**src/rtl/pipe_pkg.sv**
```systemverilog
`default_nettype none
// ============================================================================
//  Module      : pipe_pkg
//  Description : Shared types and constants for the RV32I pipeline front end.
//                - NOP_INST    : addi x0,x0,0, used as the pipeline bubble
//                - ctr_t       : 2-bit saturating branch-direction counter
//                - ifid_t      : contents of the IF/ID pipeline register
//                - ctr_update  : saturating counter step toward the outcome
//  Revision    : 1.0 - initial release
// ============================================================================
package pipe_pkg;

    localparam logic [31:0] NOP_INST = 32'h0000_0013;

    typedef enum logic [1:0] {
        SNT = 2'b00,
        WNT = 2'b01,
        WT  = 2'b10,
        ST  = 2'b11
    } ctr_t;

    typedef struct packed {
        logic [31:0] pc;
        logic [31:0] inst;
        logic        hit;
        logic        pred_taken;
        logic [31:0] pred_target;
    } ifid_t;

    localparam ifid_t IFID_BUBBLE = '{
        pc          : 32'h0000_0000,
        inst        : NOP_INST,
        hit         : 1'b0,
        pred_taken  : 1'b0,
        pred_target : 32'h0000_0000
    };

    // Move the counter one step toward the observed outcome, saturating.
    function automatic ctr_t ctr_update(input ctr_t c, input logic taken);
        ctr_t n;
        n = c;
        case (c)
            SNT:     n = taken ? WNT : SNT;
            WNT:     n = taken ? WT  : SNT;
            WT:      n = taken ? ST  : WNT;
            default: n = taken ? ST  : WT;
        endcase
        return n;
    endfunction

endpackage : pipe_pkg
`default_nettype wire

```
**src/rtl/btb_predictor.sv**
```systemverilog
`default_nettype none
// ============================================================================
//  Module      : btb_predictor
//  Description : Direct-mapped branch target buffer with 2-bit counters.
//                Lookup is combinational; updates are written at the clock
//                edge, so a same-cycle lookup of the updated index sees the
//                old contents.
//  Ports       : clk, rst            - clock, synchronous active-high reset
//                lookup_word [29:0]  - fetch PC[31:2]
//                hit/pred_taken      - lookup results
//                pred_target [31:0]  - stored target of the indexed entry
//                upd_valid           - resolved branch present this cycle
//                upd_word [29:0]     - resolved branch PC[31:2]
//                upd_taken           - actual outcome
//                upd_target [31:0]   - actual taken target
//  Revision    : 1.0 - initial release
// ============================================================================
module btb_predictor
    import pipe_pkg::*;
#(
    parameter int BTB_ENTRIES = 16
) (
    input  logic        clk,
    input  logic        rst,
    input  logic [29:0] lookup_word,
    output logic        hit,
    output logic        pred_taken,
    output logic [31:0] pred_target,
    input  logic        upd_valid,
    input  logic [29:0] upd_word,
    input  logic        upd_taken,
    input  logic [31:0] upd_target
);

    localparam int IDX   = $clog2(BTB_ENTRIES);
    localparam int TAG_W = 30 - IDX;

    typedef struct packed {
        logic             valid;
        logic [TAG_W-1:0] tag;
        logic [31:0]      target;
        ctr_t             ctr;
    } btb_entry_t;

    localparam btb_entry_t C_ENTRY_RESET = '{
        valid  : 1'b0,
        tag    : '0,
        target : 32'h0000_0000,
        ctr    : WNT
    };

    btb_entry_t       r_entry [BTB_ENTRIES];

    logic [IDX-1:0]   w_lidx;
    logic [TAG_W-1:0] w_ltag;
    btb_entry_t       w_lent;
    logic [IDX-1:0]   w_uidx;
    logic [TAG_W-1:0] w_utag;
    btb_entry_t       w_uent;
    logic             w_uhit;
    btb_entry_t       w_uent_next;

    // Lookup port
    assign w_lidx      = lookup_word[IDX-1:0];
    assign w_ltag      = lookup_word[29:IDX];
    assign w_lent      = r_entry[w_lidx];
    assign hit         = w_lent.valid && (w_lent.tag == w_ltag);
    assign pred_taken  = hit && w_lent.ctr[1];
    assign pred_target = w_lent.target;

    // Update port
    assign w_uidx = upd_word[IDX-1:0];
    assign w_utag = upd_word[29:IDX];
    assign w_uent = r_entry[w_uidx];
    assign w_uhit = w_uent.valid && (w_uent.tag == w_utag);

    always_comb begin
        w_uent_next = w_uent;
        if (upd_taken) begin
            if (!w_uhit) begin
                // Allocate (or replace an aliasing entry) as weakly taken.
                w_uent_next.valid  = 1'b1;
                w_uent_next.tag    = w_utag;
                w_uent_next.target = upd_target;
                w_uent_next.ctr    = WT;
            end else begin
                w_uent_next.target = upd_target;
                w_uent_next.ctr    = ctr_update(w_uent.ctr, 1'b1);
            end
        end else if (w_uhit) begin
            w_uent_next.ctr = ctr_update(w_uent.ctr, 1'b0);
        end
        // Not-taken on a miss leaves the entry untouched (default above).
    end

    always_ff @(posedge clk) begin
        if (rst) begin
            for (int i = 0; i < BTB_ENTRIES; i++) begin
                r_entry[i] <= C_ENTRY_RESET;
            end
        end else if (upd_valid) begin
            r_entry[w_uidx] <= w_uent_next;
        end
    end

endmodule : btb_predictor
`default_nettype wire

```
**src/rtl/if_stage.sv**
```systemverilog
`default_nettype none
// ============================================================================
//  Module      : if_stage
//  Description : RV32I instruction-fetch stage. Holds the PC, predicts via
//                the BTB, resolves mispredicts reported by EX and drives the
//                IF/ID pipeline register.
//  Ports       : clk, rst               - clock, synchronous active-high reset
//                stall                  - freeze PC and IF/ID
//                imem_addr / imem_rdata - instruction memory (comb. read)
//                br_*                   - branch resolution from EX
//                flush                  - mispredict, kills IF/ID and ID/EX
//                if_*                   - IF/ID register outputs
//  Revision    : 1.0 - initial release
// ============================================================================
module if_stage
    import pipe_pkg::*;
#(
    parameter logic [31:0] RESET_PC    = 32'h0000_0000,
    parameter int          BTB_ENTRIES = 16
) (
    input  logic        clk,
    input  logic        rst,
    input  logic        stall,
    output logic [31:0] imem_addr,
    input  logic [31:0] imem_rdata,
    input  logic        br_valid,
    input  logic [31:0] br_pc,
    input  logic        br_taken,
    input  logic [31:0] br_target,
    input  logic        br_pred_taken,
    input  logic [31:0] br_pred_target,
    output logic        flush,
    output logic [31:0] if_pc,
    output logic [31:0] if_inst,
    output logic        if_hit,
    output logic        if_pred_taken,
    output logic [31:0] if_pred_target
);

    logic [31:0] r_pc;
    ifid_t       r_ifid;

    logic        w_hit;
    logic        w_pred_taken;
    logic [31:0] w_pred_target;
    logic        w_mispredict;
    logic [31:0] w_next_pc;

    btb_predictor #(
        .BTB_ENTRIES (BTB_ENTRIES)
    ) u_btb (
        .clk         (clk),
        .rst         (rst),
        .lookup_word (r_pc[31:2]),
        .hit         (w_hit),
        .pred_taken  (w_pred_taken),
        .pred_target (w_pred_target),
        .upd_valid   (br_valid),
        .upd_word    (br_pc[31:2]),
        .upd_taken   (br_taken),
        .upd_target  (br_target)
    );

    // A taken branch whose direction was right but target wrong (e.g. a
    // stale BTB target) is still a mispredict.
    assign w_mispredict = br_valid &&
                          ((br_taken != br_pred_taken) ||
                           (br_taken && (br_target != br_pred_target)));
    assign flush = w_mispredict;

    // Mispredict redirect overrides stall: the stalled instructions are on
    // the wrong path and are being killed anyway.
    always_comb begin
        w_next_pc = r_pc + 32'd4;
        if (w_mispredict) begin
            w_next_pc = br_taken ? br_target : (br_pc + 32'd4);
        end else if (stall) begin
            w_next_pc = r_pc;
        end else if (w_pred_taken) begin
            w_next_pc = w_pred_target;
        end
    end

    always_ff @(posedge clk) begin
        if (rst) begin
            r_pc <= RESET_PC;
        end else begin
            r_pc <= w_next_pc;
        end
    end

    always_ff @(posedge clk) begin
        if (rst) begin
            r_ifid <= IFID_BUBBLE;
        end else if (w_mispredict) begin
            r_ifid <= IFID_BUBBLE;
        end else if (!stall) begin
            r_ifid.pc          <= r_pc;
            r_ifid.inst        <= imem_rdata;
            r_ifid.hit         <= w_hit;
            r_ifid.pred_taken  <= w_pred_taken;
            r_ifid.pred_target <= w_pred_target;
        end
    end

    assign imem_addr      = r_pc;
    assign if_pc          = r_ifid.pc;
    assign if_inst        = r_ifid.inst;
    assign if_hit         = r_ifid.hit;
    assign if_pred_taken  = r_ifid.pred_taken;
    assign if_pred_target = r_ifid.pred_target;

endmodule : if_stage
`default_nettype wire

```
**config.mk**
```make
export PLATFORM = sky130hd
export DESIGN_NAME = if_stage
export DESIGN_NICKNAME = d
export VERILOG_FILES = /design/src/rtl/pipe_pkg.sv /design/src/rtl/btb_predictor.sv /design/src/rtl/if_stage.sv
export SDC_FILE = /design/constraint.sdc
export NUM_CORES = 2
export LEC_CHECK = 0
export CAP_MARGIN = 10
export CORE_ASPECT_RATIO = 0.7
export CORE_MARGIN = 2
export CORE_UTILIZATION = 45
export CTS_CLUSTER_SIZE = 8
export DETAILED_ROUTE_END_ITERATION = 10
export PLACE_DENSITY = 0.62
export REMOVE_ABC_BUFFERS = 1
export SLEW_MARGIN = 5
export SYNTH_ARGS = -nofsm -noshare
export SYNTH_HDL_FRONTEND = slang
export SYNTH_SLANG_ARGS = --single-unit
```
**constraint.sdc**
```tcl
create_clock -name clk -period 8.25 [get_ports clk]
set_clock_uncertainty 0.1 [all_clocks]
set_input_delay 1.2375 -clock clk [delete_from_list [all_inputs] [get_ports clk]]
set_output_delay 1.2375 -clock clk [all_outputs]
set_load 0.005 [all_outputs]
```
==> run metrics <==
DR pass1 iterations=6; #FFs+latches synth=1,110; largest net degree at the start of global routing=90; initial core utilization=45.33%; r2r setup slk=2.93 ns; actual slew at the worst max-slew pin=1.290 ns; crit share post-route=73.20%; initial antenna violation count=10; status=completed; All-Layer GR Usage=32.56%; ys async rst share=0%; Int Pwr=10,860 µW; Sw Ratio=26.56%; Crit. path cell count=9; CP required=6.91 ns; synthesis-to-layout area growth=15.63%; hpwl dp=124.7 mm; clock tree from TritonCTS=yes; crit-path max FO=9; minimum clock period=6.039 ns; fin util=52.42%; Clk pin slew, worst setup/hold paths=0.05 ns; Top Family by Delay on Critical Path=buffers and inverters; routed len/inst=35.54 µm; most instantiated cells after synthesis=nor2_1, edfxtp_1, mux4_2; CTS buffer count=157; GP Congestion=0.9184; WL final=211.8 mm; Synth Warn #=0; Comb pwr share=14.1%; number of H-tree levels=4; Syn Area/Cell=14.25 µm²; reg2reg path depth=12; GR Overflow Total=0; Hold Fails Final Rpt=0; Primary FF master, synth=edfxtp_1; Resized cells post-CTS=0; Antenna Violating Nets Remaining=0; clk root buf=clkbuf_16; hold depth=2; number of port buffers=264; PD cells=223.6 mW/mm²; most frequent cell after synthesis=nor2_1; sequential cell area fraction in the yosys report=55.94%; drt drc=0; Leak Pwr=0.02285 µW; synth top area cells=edfxtp_1, mux4_2, nor2_1; Filler Cell Count=10,400; Peak Freq=165.6 MHz; Die X=430.1 µm; max cap viols=0; # diodes=0; Cells after Synth=4,014; area occupied by multi-input gates=0.02369 mm²; Crit Path Category=input port to output pin; VDD IR max=0.1739 mV; initial DRC count=6,072; Slew Viols, Final=0; Cell Area, Synth=0.05719 mm²; Yosys top cell by area=edfxtp_1; worst path bufs/invs=3; sequential cell area=0.03200 mm²; Slew Limit Headroom=13.83%; chip height=302.3 µm; Via Count=39,510; # hold bufs at CTS=0; die area=0.1300 mm²; vias in the first global route=38,450; first-pass GRT wire length=296.5 mm; DP Area=0.06153 mm²; Max stage delay on crit path=0.74 ns; clock tree buffer depth=3; count of final setup violators=0; Worst-Skew Late Latency=0.79 ns; count of cell types in the netlist=68; via/cell ratio=6.629; core area=0.1262 mm²; share of post-route cells with drive strength above 1=21.89%; Startpoint Class=input port; Post-synth EDFFs=976; power share of the sequential group=44.2%; Num Clock Sinks=1,110; Post-CTS Setup Bufs=0; Critical Path AT=4.70 ns; Critical Path End Type=output pin; I/O Pins=265; design area=0.06613 mm²; P_sw=3927 µW; slowest cell on the critical path=clkdlybuf4s50_1; Layout Nets=4,314; crit-path cells=clkdlybuf4s50_1 -> xor2_1 -> nor4_1 -> nand4_1 -> nor4_1 -> nand4_1 -> o211ai_1 -> clkinv_1 -> clkdlybuf4s50_1; RSZ-0062 raised after global routing=no; num rows=109; top cell type's share of synthesized area=51.25%; Min-Delay Path Class=flop to flop; clock group share of total power=41.7%
==> sequential cells by signal (all words and copies together), names as in the netlist, named ones only <==
register,cells
u_btb.r_entry,976
if_inst,32
if_pc,32
if_pred_target,32
imem_addr,32
if_hit,1
if_pred_taken,1
==> worst reg2reg max path: stages (launching register included) <==
cell and delay, ns:
dfxtp_4 0.76, buf_12 0.44, mux4_2 0.69, a22o_1 0.25, a21oi_1 0.38, xnor2_1 0.12
a211oi_1 0.69, and4_1 0.40, nand4_4 0.11, buf_4 0.33, nor2_1 0.57, mux2i_1 0.26
o22ai_1 0.09
==> metal layers <==
layer / vias up / part of all wire (%) / wire length (µm) / global-route usage (%)
li1: 15580 / - / - / -
met1: 20230 / 38 / 79510 / 45.21
met2: 3125 / 43 / 92090 / 47.17
met3: 558 / 14 / 29790 / 9.951
met4: 14 / 4.9 / 10350 / 15.25
met5: - / 0.044 / 93 / 0
==> cells by family (layout without fill, tap and decap cells) <==
group	Yosys count	count (layout)	synth area share (%)
simple gates	1372	1372	9.793
compound gates	184	184	2.306
flops	1110	1110	55.94
buf+inv	407	688	3.094
fa+ha+maj	7	7	0.1444
xor+xnor	125	125	1.914
mux	809	809	26.81
==> placed cells by master, fill, tap and decap left out, drive strengths merged, types with 3 or more instances in the layout <==
cell type / n
and4: 3
o211a: 20
nor3: 6
edfxtp: 976
and3: 15
or3: 4
a22o: 4
a22oi: 21
dfxtp: 134
o211ai: 7
ha: 5
xor2: 45
clkbuf: 271
o22ai: 5
nand3: 41
nand3b: 4
clkdlybuf4s50: 257
a31oi: 6
a21oi: 33
inv: 24
a21boi: 8
a211oi: 24
clkinv: 5
nand2b: 29
buf: 131
o21a: 4
mux2i: 240
and2: 15
a221oi: 5
nor2b: 14
nand2: 97
nor4b: 5
nor2: 1097
xnor2: 80
nor4: 7
mux2: 13
o21ai: 28
a311oi: 6
nand4: 28
mux4: 556
==> stage by stage <==
stage / TNS [ns] / power, µW / hold WS, ns / setup slack (ns) / std cells
after global placement: 0 / 8659 / 0.3523 / 1.896 / 5677
after floorplan: -196.47 / 7808 / 0.3552 / -4.197 / 3628
after detailed placement: 0 / 8673 / 0.3574 / 1.905 / 5677
final: 0 / 14780 / 0.3630 / 2.211 / 5960
after global routing: 0 / 15120 / 0.3839 / 2.143 / 5960
after CTS: 0 / 14750 / 0.3634 / 2.218 / 5956
==> worst paths after layout <==
path	from	endpoint
worst min register to register	if_pc[8]	if_pc[8]
worst min-delay path	if_pc[8]	if_pc[8]
worst max-delay path	br_target[25]	flush
worst max register to register	flop	imem_addr[1]
==> cell type report <==
cell class              count  share of cell area, %
flip-flops and latches   1110                  48.40
well taps                1665                  3.150
inverters                  21                 0.1268
clock buffers             271                  6.781
multi-input cells        2497                  35.82
repair buffers            388                  5.599
clock inverters             8                 0.1230
==> power groups by stage <==
stage	sequential [µW]	combinational, µW	clock, µW
2_1_floorplan	6630	1180	0
3_3_place_gp	6620	2040	0
3_5_place_dp	6630	2040	0
4_1_cts	6520	2050	6180
5_1_grt	6550	2170	6410
6_report	6530	2090	6160
(Power assumes the default switching activity.)
